### config.mk
export PLATFORM = sky130hd
export DESIGN_NAME = io_bus_ctrl
export DESIGN_NICKNAME = d
export VERILOG_FILES = /design/src/rtl/io_bus_ctrl.sv
export SDC_FILE = /design/constraint.sdc
export NUM_CORES = 1
export LEC_CHECK = 0
export CAP_MARGIN = 20
export CORE_MARGIN = 5
export CORE_UTILIZATION = 35
export CTS_BUF_LIST = sky130_fd_sc_hd__clkbuf_8
export DETAILED_ROUTE_END_ITERATION = 6
export GPL_TIMING_DRIVEN = 0
export PLACE_DENSITY_LB_ADDON = 0.12
export SLEW_MARGIN = 15
export SYNTH_ARGS = -nofsm -noshare
export SYNTH_HDL_FRONTEND = slang
export SYNTH_SLANG_ARGS = --single-unit
### constraint.sdc
create_clock -name clk -period 2.6 [get_ports clk]
set_clock_uncertainty 0.1 [all_clocks]
set_input_delay 0.65 -clock clk [delete_from_list [all_inputs] [get_ports clk]]
set_output_delay 0.65 -clock clk [all_outputs]
set_load 0.05 [all_outputs]
### src/rtl/io_bus_ctrl.sv
// io_bus_ctrl: multi-channel external bus controller with fixed-priority or
// round-robin arbitration, programmable data-phase wait states and a ready
// line. Every output is a register updated on the rising edge of clk.
module io_bus_ctrl #(
    parameter int unsigned NCH  = 2,
    parameter int unsigned DW   = 16,
    parameter int unsigned AW   = 20,
    parameter int unsigned WAIT = 0,
    parameter int unsigned RR   = 0
) (
    input  logic              clk,
    input  logic              rst_n,
    input  logic [NCH-1:0]    req,
    input  logic [NCH-1:0]    rw,
    input  logic [NCH-1:0]    mio,
    input  logic [NCH*AW-1:0] adr,
    input  logic [NCH*DW-1:0] dtw,
    output logic [NCH-1:0]    ack,
    output logic [DW-1:0]     dtr,
    input  logic [DW-1:0]     din,
    input  logic              rdy,
    output logic [DW-1:0]     dout,
    output logic [AW-DW-1:0]  adr_hi,
    output logic              ale,
    output logic              oe,
    output logic              we,
    output logic              pio,
    output logic              isout
);

    localparam int unsigned IW = (NCH > 1) ? $clog2(NCH) : 1;

    typedef enum logic [1:0] {StIdle, StAddr, StData, StDone} state_e;

    state_e            state_q, state_d;
    logic [IW-1:0]     grant_q, grant_d;
    logic [IW-1:0]     last_q, last_d;
    logic              rw_q, rw_d;
    logic [DW-1:0]     dtw_q, dtw_d;
    logic [3:0]        cnt_q, cnt_d;
    logic [NCH-1:0]    ack_q, ack_d;
    logic [DW-1:0]     dtr_q, dtr_d;
    logic [DW-1:0]     dout_q, dout_d;
    logic [AW-DW-1:0]  adr_hi_q, adr_hi_d;
    logic              ale_q, ale_d;
    logic              oe_q, oe_d;
    logic              we_q, we_d;
    logic              pio_q, pio_d;
    logic              isout_q, isout_d;

    logic [IW-1:0]     pick;
    logic [IW-1:0]     cand;
    logic              found;

    // Arbiter: pick the channel to grant from the current request vector.
    always_comb begin
        pick  = '0;
        cand  = '0;
        found = 1'b0;
        if (RR != 0) begin
            for (int unsigned off = 1; off <= NCH; off++) begin
                cand = IW'((int'(last_q) + off) % NCH);
                if (!found && req[cand]) begin
                    pick  = cand;
                    found = 1'b1;
                end
            end
        end else begin
            // Later iterations overwrite earlier ones, so the highest index wins.
            for (int unsigned i = 0; i < NCH; i++) begin
                if (req[i]) pick = IW'(i);
            end
        end
    end

    // Next-state and next-output logic; every register holds unless changed.
    always_comb begin
        state_d  = state_q;
        grant_d  = grant_q;
        last_d   = last_q;
        rw_d     = rw_q;
        dtw_d    = dtw_q;
        cnt_d    = cnt_q;
        ack_d    = '0;
        dtr_d    = dtr_q;
        dout_d   = dout_q;
        adr_hi_d = adr_hi_q;
        ale_d    = ale_q;
        oe_d     = oe_q;
        we_d     = we_q;
        pio_d    = pio_q;
        isout_d  = isout_q;
        unique case (state_q)
            StIdle: begin
                ale_d   = 1'b0;
                oe_d    = 1'b0;
                we_d    = 1'b0;
                isout_d = 1'b0;
                if (|req) begin
                    grant_d  = pick;
                    last_d   = pick;
                    rw_d     = rw[pick];
                    dtw_d    = dtw[pick*DW +: DW];
                    dout_d   = adr[pick*AW +: DW];
                    adr_hi_d = adr[pick*AW + DW +: AW-DW];
                    pio_d    = mio[pick];
                    ale_d    = 1'b1;
                    isout_d  = 1'b1;
                    state_d  = StAddr;
                end
            end
            StAddr: begin
                ale_d = 1'b0;
                cnt_d = 4'(WAIT);
                if (rw_q) begin
                    we_d    = 1'b1;
                    isout_d = 1'b1;
                    dout_d  = dtw_q;
                end else begin
                    oe_d    = 1'b1;
                    isout_d = 1'b0;
                end
                state_d = StData;
            end
            StData: begin
                // rdy only matters once the minimum wait count has expired.
                if (cnt_q != 4'd0) begin
                    cnt_d = cnt_q - 4'd1;
                end else if (rdy) begin
                    oe_d           = 1'b0;
                    we_d           = 1'b0;
                    isout_d        = 1'b0;
                    ack_d[grant_q] = 1'b1;
                    if (!rw_q) dtr_d = din;
                    state_d = StDone;
                end
            end
            StDone: begin
                state_d = StIdle;
            end
            default: begin
                state_d = StIdle;
            end
        endcase
    end

    // State and output registers with asynchronous reset.
    always_ff @(posedge clk or negedge rst_n) begin
        if (!rst_n) begin
            state_q  <= StIdle;
            grant_q  <= '0;
            last_q   <= IW'(NCH - 1);
            rw_q     <= 1'b0;
            dtw_q    <= '0;
            cnt_q    <= '0;
            ack_q    <= '0;
            dtr_q    <= '0;
            dout_q   <= '0;
            adr_hi_q <= '0;
            ale_q    <= 1'b0;
            oe_q     <= 1'b0;
            we_q     <= 1'b0;
            pio_q    <= 1'b1;
            isout_q  <= 1'b0;
        end else begin
            state_q  <= state_d;
            grant_q  <= grant_d;
            last_q   <= last_d;
            rw_q     <= rw_d;
            dtw_q    <= dtw_d;
            cnt_q    <= cnt_d;
            ack_q    <= ack_d;
            dtr_q    <= dtr_d;
            dout_q   <= dout_d;
            adr_hi_q <= adr_hi_d;
            ale_q    <= ale_d;
            oe_q     <= oe_d;
            we_q     <= we_d;
            pio_q    <= pio_d;
            isout_q  <= isout_d;
        end
    end

    assign ack    = ack_q;
    assign dtr    = dtr_q;
    assign dout   = dout_q;
    assign adr_hi = adr_hi_q;
    assign ale    = ale_q;
    assign oe     = oe_q;
    assign we     = we_q;
    assign pio    = pio_q;
    assign isout  = isout_q;

endmodule

Word-level counts from Yosys, hierarchy flattened

Cells that the tools add are included.

Add/subtract/negate cells: 2
Multiply operators: 1
$lt $le $gt $ge: 3
Equal/unequal tests: 9
Shifts and indexed selects: 3
Multiplexer cells: 29
Bitwise operators: 2
Reduce and logical (&&, ||, !) cells: 15

Operator list:

| kind                  | number |
|---|---|
| $shiftx A40 B7 Y16    | 1 |
| $shiftx A40 B8 Y4     | 1 |
| $mux W16              | 2 |
| $pmux W16 S2          | 1 |
| $shiftx A32 B6 Y16    | 1 |
| $mux W1               | 12 |
| $mux W2               | 6 |
| $ne A2 B2 Y1 const B  | 6 |
| $reduce_and A4 Y1     | 3 |
| $pmux W1 S3           | 3 |
| $reduce_and A3 Y1     | 3 |
| $pmux W2 S4           | 1 |
| $pmux W4 S2           | 1 |
| $add A6 B5 Y7 const B | 1 |
| $eq A2 B2 Y1 const B  | 2 |
| $lt A1 B2 Y1 const B  | 2 |
| $mul A1 B3 Y4 const B | 1 |
| $mux W4               | 1 |
| $reduce_and A2 Y1     | 2 |
| $reduce_bool A2 Y1    | 2 |
| $reduce_bool A4 Y1    | 1 |
| $sub A4 B1 Y4 const B | 1 |
| $reduce_bool A3 Y1    | 1 |
| $eq A2 B1 Y1 const B  | 1 |
| 7 further kinds       | 8 |

Register bits: 67
Input bits: 97
Output and inout bits: 43

Depth between registers and ports, before layout

Gate-level depths: netlist of the first run.

Depth in word-level cells: 7
Mapped depth: 7
Mapped depth without buffers: 5

Least setup slack after synthesis of the first run

OpenSTA, ideal clock, no wires.

Path kind: flip-flop to flip-flop
Start: register state_q[0]
End: register dout_q[10] (netlist: dout[10])
Data arrival time: 1.708 ns
Data required time: 2.375 ns
Slack: 0.667 ns
Cell stages (with the launch flop): 7
Buffers on the path: 1
Period minus slack after synthesis: 1.933 ns
Cell sequence: dfrtp_1 -> inv_1 -> ha_1 -> nor3b_2 -> nor2_2 -> buf_2 -> mux2_2

Word-level cells in the longest chain between the ends: 3

Ends and longest elaborated chain:

| item                                                                | RTL line | RTL |
|---|---|---|
| start, declared                                                     | 35       | `state_e state_q, state_d;` |
| start signal, assigned                                              | 150      | `state_q <= StIdle;` |
| start signal, assigned                                              | 166      | `state_q <= state_d;` |
| $eq A2 B1 Y1 / $logic_not A2 Y1 (equally long branches)             | -        |  |
| $ne A2 B2 Y1 (no line) / $reduce_bool A2 Y1 (equally long branches) | -        |  |
| $reduce_and A3 Y1 (no line)                                         | -        |  |
| end signal, assigned                                                | 174      | `dout_q <= dout_d;` |
| end, declared                                                       | 43       | `logic [DW-1:0] dout_q, dout_d;` |

Several ways; a longest one is shown, not always the timed one.
A chain may end at the register's enable or synchronous reset.

Final worst setup path of the first run

Start: register pio_q (netlist: pio)
End: output pio

RTL lines:

| item                   | RTL line | RTL |
|---|---|---|
| start, declared        | 48       | `logic pio_q, pio_d;` |
| start signal, assigned | 179      | `pio_q <= pio_d;` |
| end, declared          | 27       | `output logic pio,` |

No word-level cell between the ends.

==> metrics.cfg, run 1 <==
[status]
outcome = finished, final reports clean

[logic_synthesis]
synth_xor_area_frac = 0.002696
ys_seq_elements = 67
avgSynthCellArea_um2 = 11.44
synthAdderAreaFrac = 0.02311
yosysSeqAreaShare = 0.5166
ys_types = 32
muxShareOfSynthArea = 0.2473
synthesis.instances = 284
synth_nets = 387
synth-compound-area-share = 0.08898
synth-simple-area-share = 0.08860
syn_area_um2 = 3248
synth_top_family_by_area = multiplexers
ys_warn_count = 0

[cts]
clock-root-buffer = clkbuf_8
cts_resized = 0
cts_hold_buffers = 0
clkLatencyLatePin_ps = 340
clock-sinks = 67
clockBufferDepth = 2
clkTransAtPathRegs_ps = 80
cts_setup_buffers = 0
cts_buffers = 9
cts_tree = yes
htreeDepth = 3

[place]
dp_hpwl_um = 6513
gp_congestion = 0.7515
portBuffers = 138

[die]
die_width_um = 106.3
die-height_um = 106.3
ioPinCount = 140
start_util = 0.3549
coreArea_um2 = 9153
rows = 35
fp.dieArea_um2 = 11310

[global_route]
grt_pass1_wl_um = 13870
antenna_found_initial = 0
grt_pass1_vias = 2824
globalRoute.totalOverflow = 0
grt_use_total = 0.1570
grt_start_max_net_pins = 39

[routing]
ant_nets = 0
totalWireLength_um = 8529
num_vias = 2639
drc_errors = 0
wire_per_inst_um = 15.51
dr.pass1.iters = 4
via_per_inst = 4.798
drtIter0Drc = 52

[min_path]
holdCritPathClass = input port to asynchronous set/reset pin

[critical_path]
slowest_delay_ps = 810
rr_startpoint = state_q[1]$_DFFE_PN0P_
r2r_cells = 6
worstSetupStartpointType = flip-flop
slowest_stage = clkdlybuf4s50_1
r2r_setup_slack_ps = 370
cp.buffers_inverters = 1
cpLargestDelayFamily = buffers and inverters
arrival_ps = 1690
r2r_end = dout[15]$_DFFE_PN0P_
end_kind = output pin
path_cells = clkdlybuf4s50_1
cp.required_ps = 1850
criticalPathCategory = flip-flop to output pin
critPathMaxFanout = 2

[timing]
setup_viol = 0
drv_slew = 0
slew_headroom = 0.6434
final_hold_viol_count = 0
period_needed_ps = 2439
hold_slack_ps = 138.5
fmax_ghz = 0.4099
tightest_slew_ps = 533.3
fin_crit_sh = 0.9382
grt_setup_unrepaired = no
finalSetupTns_ps = 0

[pwr]
power_density_nw_per_um2 = 1221
p_leak_nw = 2.187
vdd_ir_drop_max_v = 0.0005463

[final_layout]
nets = 537
synthToLayoutAreaGrowth_pct = 54.58
drive_gt1_frac = 0.1230
diodes = 0

[flow_run]
drv_cap = 0

==> routing by layer <==
metal | GRT usage | vias to the layer above | routed length [um]
met5 | 0 | - | 0
met4 | 0.05920 | 0 | 116
met3 | 0.06011 | 9 | 742
met2 | 0.2466 | 100 | 4003
met1 | 0.1958 | 1230 | 3667
li1 | - | 1300 | -
==> worst max-delay path by stage <==
stage,from,to,slack (ps),cells past startpoint
2_1_floorplan,state_q[0]$_DFFE_PN0P_,dout[10]$_DFFE_PN0P_,670,6
3_3_place_gp,rst_n,adr_hi[0]$_DFFE_PN0P_,-1570,1
3_5_place_dp,req[0],dout[6]$_DFFE_PN0P_,40,5
4_1_cts,pio$_DFFE_PN1P_,pio,140,1
5_1_grt,pio$_DFFE_PN1P_,pio,110,1
6_report,pio$_DFFE_PN1P_,pio,160,1
==> worst register-to-register path, stage by stage, from the launching register on <==
cell      delay (ps)
dfrtp_1          410
inv_1            110
ha_1             240
clkbuf_1         380
clkbuf_1         440
o21ai_0          160
mux2_2           280
==> final cells by class <==
type                    count  area, um2
flip-flops and latches     67       1678
clock buffers              11      151.4
multi-input cells         195       1464
inverters                   5      18.77
well taps                 111      138.9
plain buffers              17      87.58
fillers                   847       4131
repair buffers            139       1399
clock inverters             5      83.83
==> cells by family (layout without fill, tap and decap cells) <==
kind of cell               Yosys count  count (layout)
DFF                                 67              67
muxes                               76              76
adders and majority gates            6               6
xor gates and xnor gates             1               1
and+or+nand+nor                     60              60
AOI/OAI and AO/OA                   52              52
buffers and inverters               22             177
==> sequential cells by signal (all words and copies together) (netlist names) <==
| register | flops |
|---|---|
| dout | 16 |
| dtr | 16 |
| dtw_q | 16 |
| adr_hi | 4 |
| cnt_q | 4 |
| ack | 2 |
| state_q | 2 |
| ale | 1 |
| grant_q | 1 |
| isout | 1 |
| oe | 1 |
| pio | 1 |
| rw_q | 1 |
| we | 1 |
==> through the flow <==
stage          std cells  instance area [um2]    util  worst slack (ps)  power, W
5_1_grt              550                 5021  0.5486             108.2  0.006526
2_1_floorplan        284                 3248       -             667.0  0.004009
3_3_place_gp         533                 4768  0.5210             -1567  0.005128
6_report             550                 5021  0.5486             160.7  0.006130
4_1_cts              550                 5021  0.5486             142.4  0.006215
3_5_place_dp         534                 4786  0.5229             37.71  0.005195
==> cell usage in the layout (no fill, tap or decap), drive strengths merged, types with 6 or more instances in the layout <==
master	instances
clkbuf	19
clkdlybuf4s50	137
mux2i	42
nor2	7
dfrtp	66
buf	11
mux2	34
inv	6
nand2	39
ha	6
o21ai	42
==> power breakdown <==
group	leakage (nW)	internal, W	switching, W
Combinational	1.26	0.00130	0.00203
Clock	0.112	0.000596	0.000409
Sequential	0.820	0.00154	0.000255
Total	2.19	0.00344	0.00269
==> cells in the mapped netlist <==
| master | number | share of area |
|---|---|---|
| nand3_1 | 2 | 0.0031 |
| mux2i_1 | 42 | 0.13 |
| o21ai_0 | 41 | 0.063 |
| mux2_1 | 10 | 0.035 |
| nor3_1 | 2 | 0.0031 |
| buf_4 | 3 | 0.0069 |
| clkbuf_1 | 8 | 0.0092 |
| ha_1 | 6 | 0.023 |
| mux2_2 | 24 | 0.083 |
| nor2_2 | 1 | 0.0019 |
| xnor2_1 | 1 | 0.0027 |
| and2_1 | 1 | 0.0019 |
| nor2_1 | 6 | 0.0069 |
| inv_1 | 5 | 0.0058 |
| nand2b_1 | 3 | 0.0058 |
| and3b_1 | 1 | 0.0027 |
| buf_2 | 4 | 0.0062 |
| nand4bb_1 | 1 | 0.0035 |
| dfstp_2 | 1 | 0.0081 |
| o32a_1 | 3 | 0.0092 |
| buf_1 | 1 | 0.0012 |
| a21oi_1 | 3 | 0.0046 |
| nor2b_1 | 1 | 0.0019 |
| and4b_1 | 1 | 0.0031 |
| o21ai_1 | 1 | 0.0015 |
| a22o_1 | 3 | 0.0081 |
| nor3b_4 | 1 | 0.0058 |
| a211oi_1 | 1 | 0.0023 |
| dfrtp_1 | 66 | 0.51 |
| nand2_1 | 39 | 0.045 |
| buf_6 | 1 | 0.0035 |
| nor3b_2 | 1 | 0.0039 |
(Power assumes the default switching activity.)
==> inputs of run 2 (changes only) <==
--- a/config.mk
+++ b/config.mk
@@ -6,7 +6,6 @@
 export NUM_CORES = 1
 export LEC_CHECK = 0
 export CAP_MARGIN = 20
-export CORE_MARGIN = 5
 export CORE_UTILIZATION = 35
 export CTS_BUF_LIST = sky130_fd_sc_hd__clkbuf_8
 export DETAILED_ROUTE_END_ITERATION = 6
@@ -16,3 +15,4 @@
 export SYNTH_ARGS = -nofsm -noshare
 export SYNTH_HDL_FRONTEND = slang
 export SYNTH_SLANG_ARGS = --single-unit
+export TNS_END_PERCENT = 50
==> metrics.cfg, run 2 (synthesized netlist as in run 1, its figures left out) <==
[status]
outcome = finished, violations left
violations = design-rule violations

[timing]
slew_headroom = 0.6294
period_needed_ps = 2433
drv_slew = 0
fin_crit_sh = 0.9356
setup_viol = 0
grt_setup_unrepaired = no
tightest_slew_ps = 555.9
final.setup.worst_slack_ps = 167.4
fmax_ghz = 0.4111
final_hold_viol_count = 0

[routing]
ant_nets = 0
topRoutingLayerUsed = met4
route.met2.wl_um = 3892
via_per_inst = 4.837
dr_wl_met3_um = 735
drtIter0Drc = 76
wl_met1_um = 3490
wire_per_inst_um = 15.03
drc_errors = 9
dr.pass1.iters = 6
totalWireLength_um = 8204
num_vias = 2641

[critical_path]
endpoint = pio
critPathMaxFanout = 2
end_kind = output pin
cp.buffers_inverters = 1
crit_path_start = pio$_DFFE_PN1P_
rr_startpoint = state_q[1]$_DFFE_PN0P_
path_cells = clkdlybuf4s50_1
slowest_delay_ps = 810
cp.required_ps = 1850
path_depth = 1
slowest_stage = clkdlybuf4s50_1
r2r_setup_slack_ps = 280
cpLargestDelayFamily = buffers and inverters
worstSetupStartpointType = flip-flop
arrival_ps = 1680
r2r_cells = 6
r2r_end = dout[15]$_DFFE_PN0P_
criticalPathCategory = flip-flop to output pin

[die]
die_width_um = 98.34
coreArea_um2 = 8848
rows = 34
ioPinCount = 140
start_util = 0.3671
die-height_um = 98.34
fp.dieArea_um2 = 9670

[min_path]
holdCritPathClass = input port to asynchronous set/reset pin

[cts]
clock-root-buffer = clkbuf_8
clkTransAtPathRegs_ps = 70
htreeDepth = 3
cts_buffers = 9
clkLatencyLatePin_ps = 340
cts_tree = yes
cts_resized = 0
cts_hold_buffers = 0
clockBufferDepth = 2
cts_setup_buffers = 0
clock-sinks = 67

[final_layout]
diodes = 0
register_area_um2 = 1678
nets = 537
drive_gt1_frac = 0.1187
final_cell_area_um2 = 4961
synthToLayoutAreaGrowth_pct = 52.74
layout_common_cells = clkdlybuf4s50_1, dfrtp_1, mux2i_1
layout_commonest_cell = clkdlybuf4s50_1
multi_input_comb_area_um2 = 1464
fillerInstances = 809

[pwr]
power_density_nw_per_um2 = 1195
p_leak_nw = 2.174
vdd_ir_drop_max_v = 0.0004393

[global_route]
globalRoute.totalOverflow = 0
grt_pass1_wl_um = 13500
antenna_found_initial = 0
grt_pass1_vias = 2791
grt_use_total = 0.1823
grt_start_max_net_pins = 43

[place]
gp_congestion = 0.6938
dp_hpwl_um = 6215
place_area_um2 = 4782
dp_slack_ps = -3.005
portBuffers = 138

[flow_run]
drv_cap = 0

## run 2: changes by cell type in the layout (fill, tap and decap cells not counted), sizes merged
cell and change:
clkbuf +1, clkinv +2, bufinv -2, clkinvlp -2
## run 2: power by group
group | switching (W) | leakage, nW | internal, W | total [W]
Clock | 0.000375 | 0.0994 | 0.000413 | 0.000788
Sequential | 0.000254 | 0.820 | 0.00154 | 0.00180
Combinational | 0.00204 | 1.26 | 0.00130 | 0.00334
## run 2: how the worst min path moves through the flow
| stage | startpoint | endpoint | depth (start not counted) |
|---|---|---|---|
| finish | rst_n | dtw_q[13]$_DFFE_PN0P_ | 1 |
| global route | rst_n | dtw_q[13]$_DFFE_PN0P_ | 1 |
| CTS | rst_n | dtw_q[13]$_DFFE_PN0P_ | 1 |
| detailed placement | grant_q$_DFFE_PN0P_ | ack[0]$_DFF_PN0_ | 1 |
| global placement | grant_q$_DFFE_PN0P_ | ack[0]$_DFF_PN0_ | 1 |
| floorplan | rst_n | ack[0]$_DFF_PN0_ | 0 |
## run 2: cell type report
type,instances,area share
well taps,108,0.02724
clock buffers,12,0.03329
clock inverters,3,0.002774
repair buffers,139,0.2820
plain buffers,17,0.01765
flip-flops and latches,67,0.3382
multi-input cells,195,0.2951
inverters,5,0.003783
## run 2: through the flow
| stage | setup TNS, ps | total power, W | utilization | cells | hold WS, ps |
|---|---|---|---|---|---|
| final | 0 | 0.005927 | 0.5607 | 546 | 113.7 |
| after global routing | 0 | 0.006305 | 0.5607 | 546 | 119.4 |
| after CTS | 0 | 0.006012 | 0.5607 | 546 | 107.8 |
| after detailed placement | -3.005 | 0.005199 | 0.5404 | 531 | 363.4 |
| after global placement | -104410 | 0.005116 | 0.5385 | 530 | 350.0 |
| after floorplan | 0 | 0.004009 | - | 284 | 254.4 |
## run 2: routing by layer
layer  global-route usage  vias up
met4              0.06200        0
met3              0.06228        7
met5                    0        -
met1               0.2206     1235
met2               0.3039      101
li1                     -     1298
## run 2: worst register-to-register path: cells and delay by family, from the launching register on
family	cells	cell delay (ps)
fa+ha+maj	1	230
compound gates	1	170
flops	1	410
mux	1	290
buf+inv	3	1010
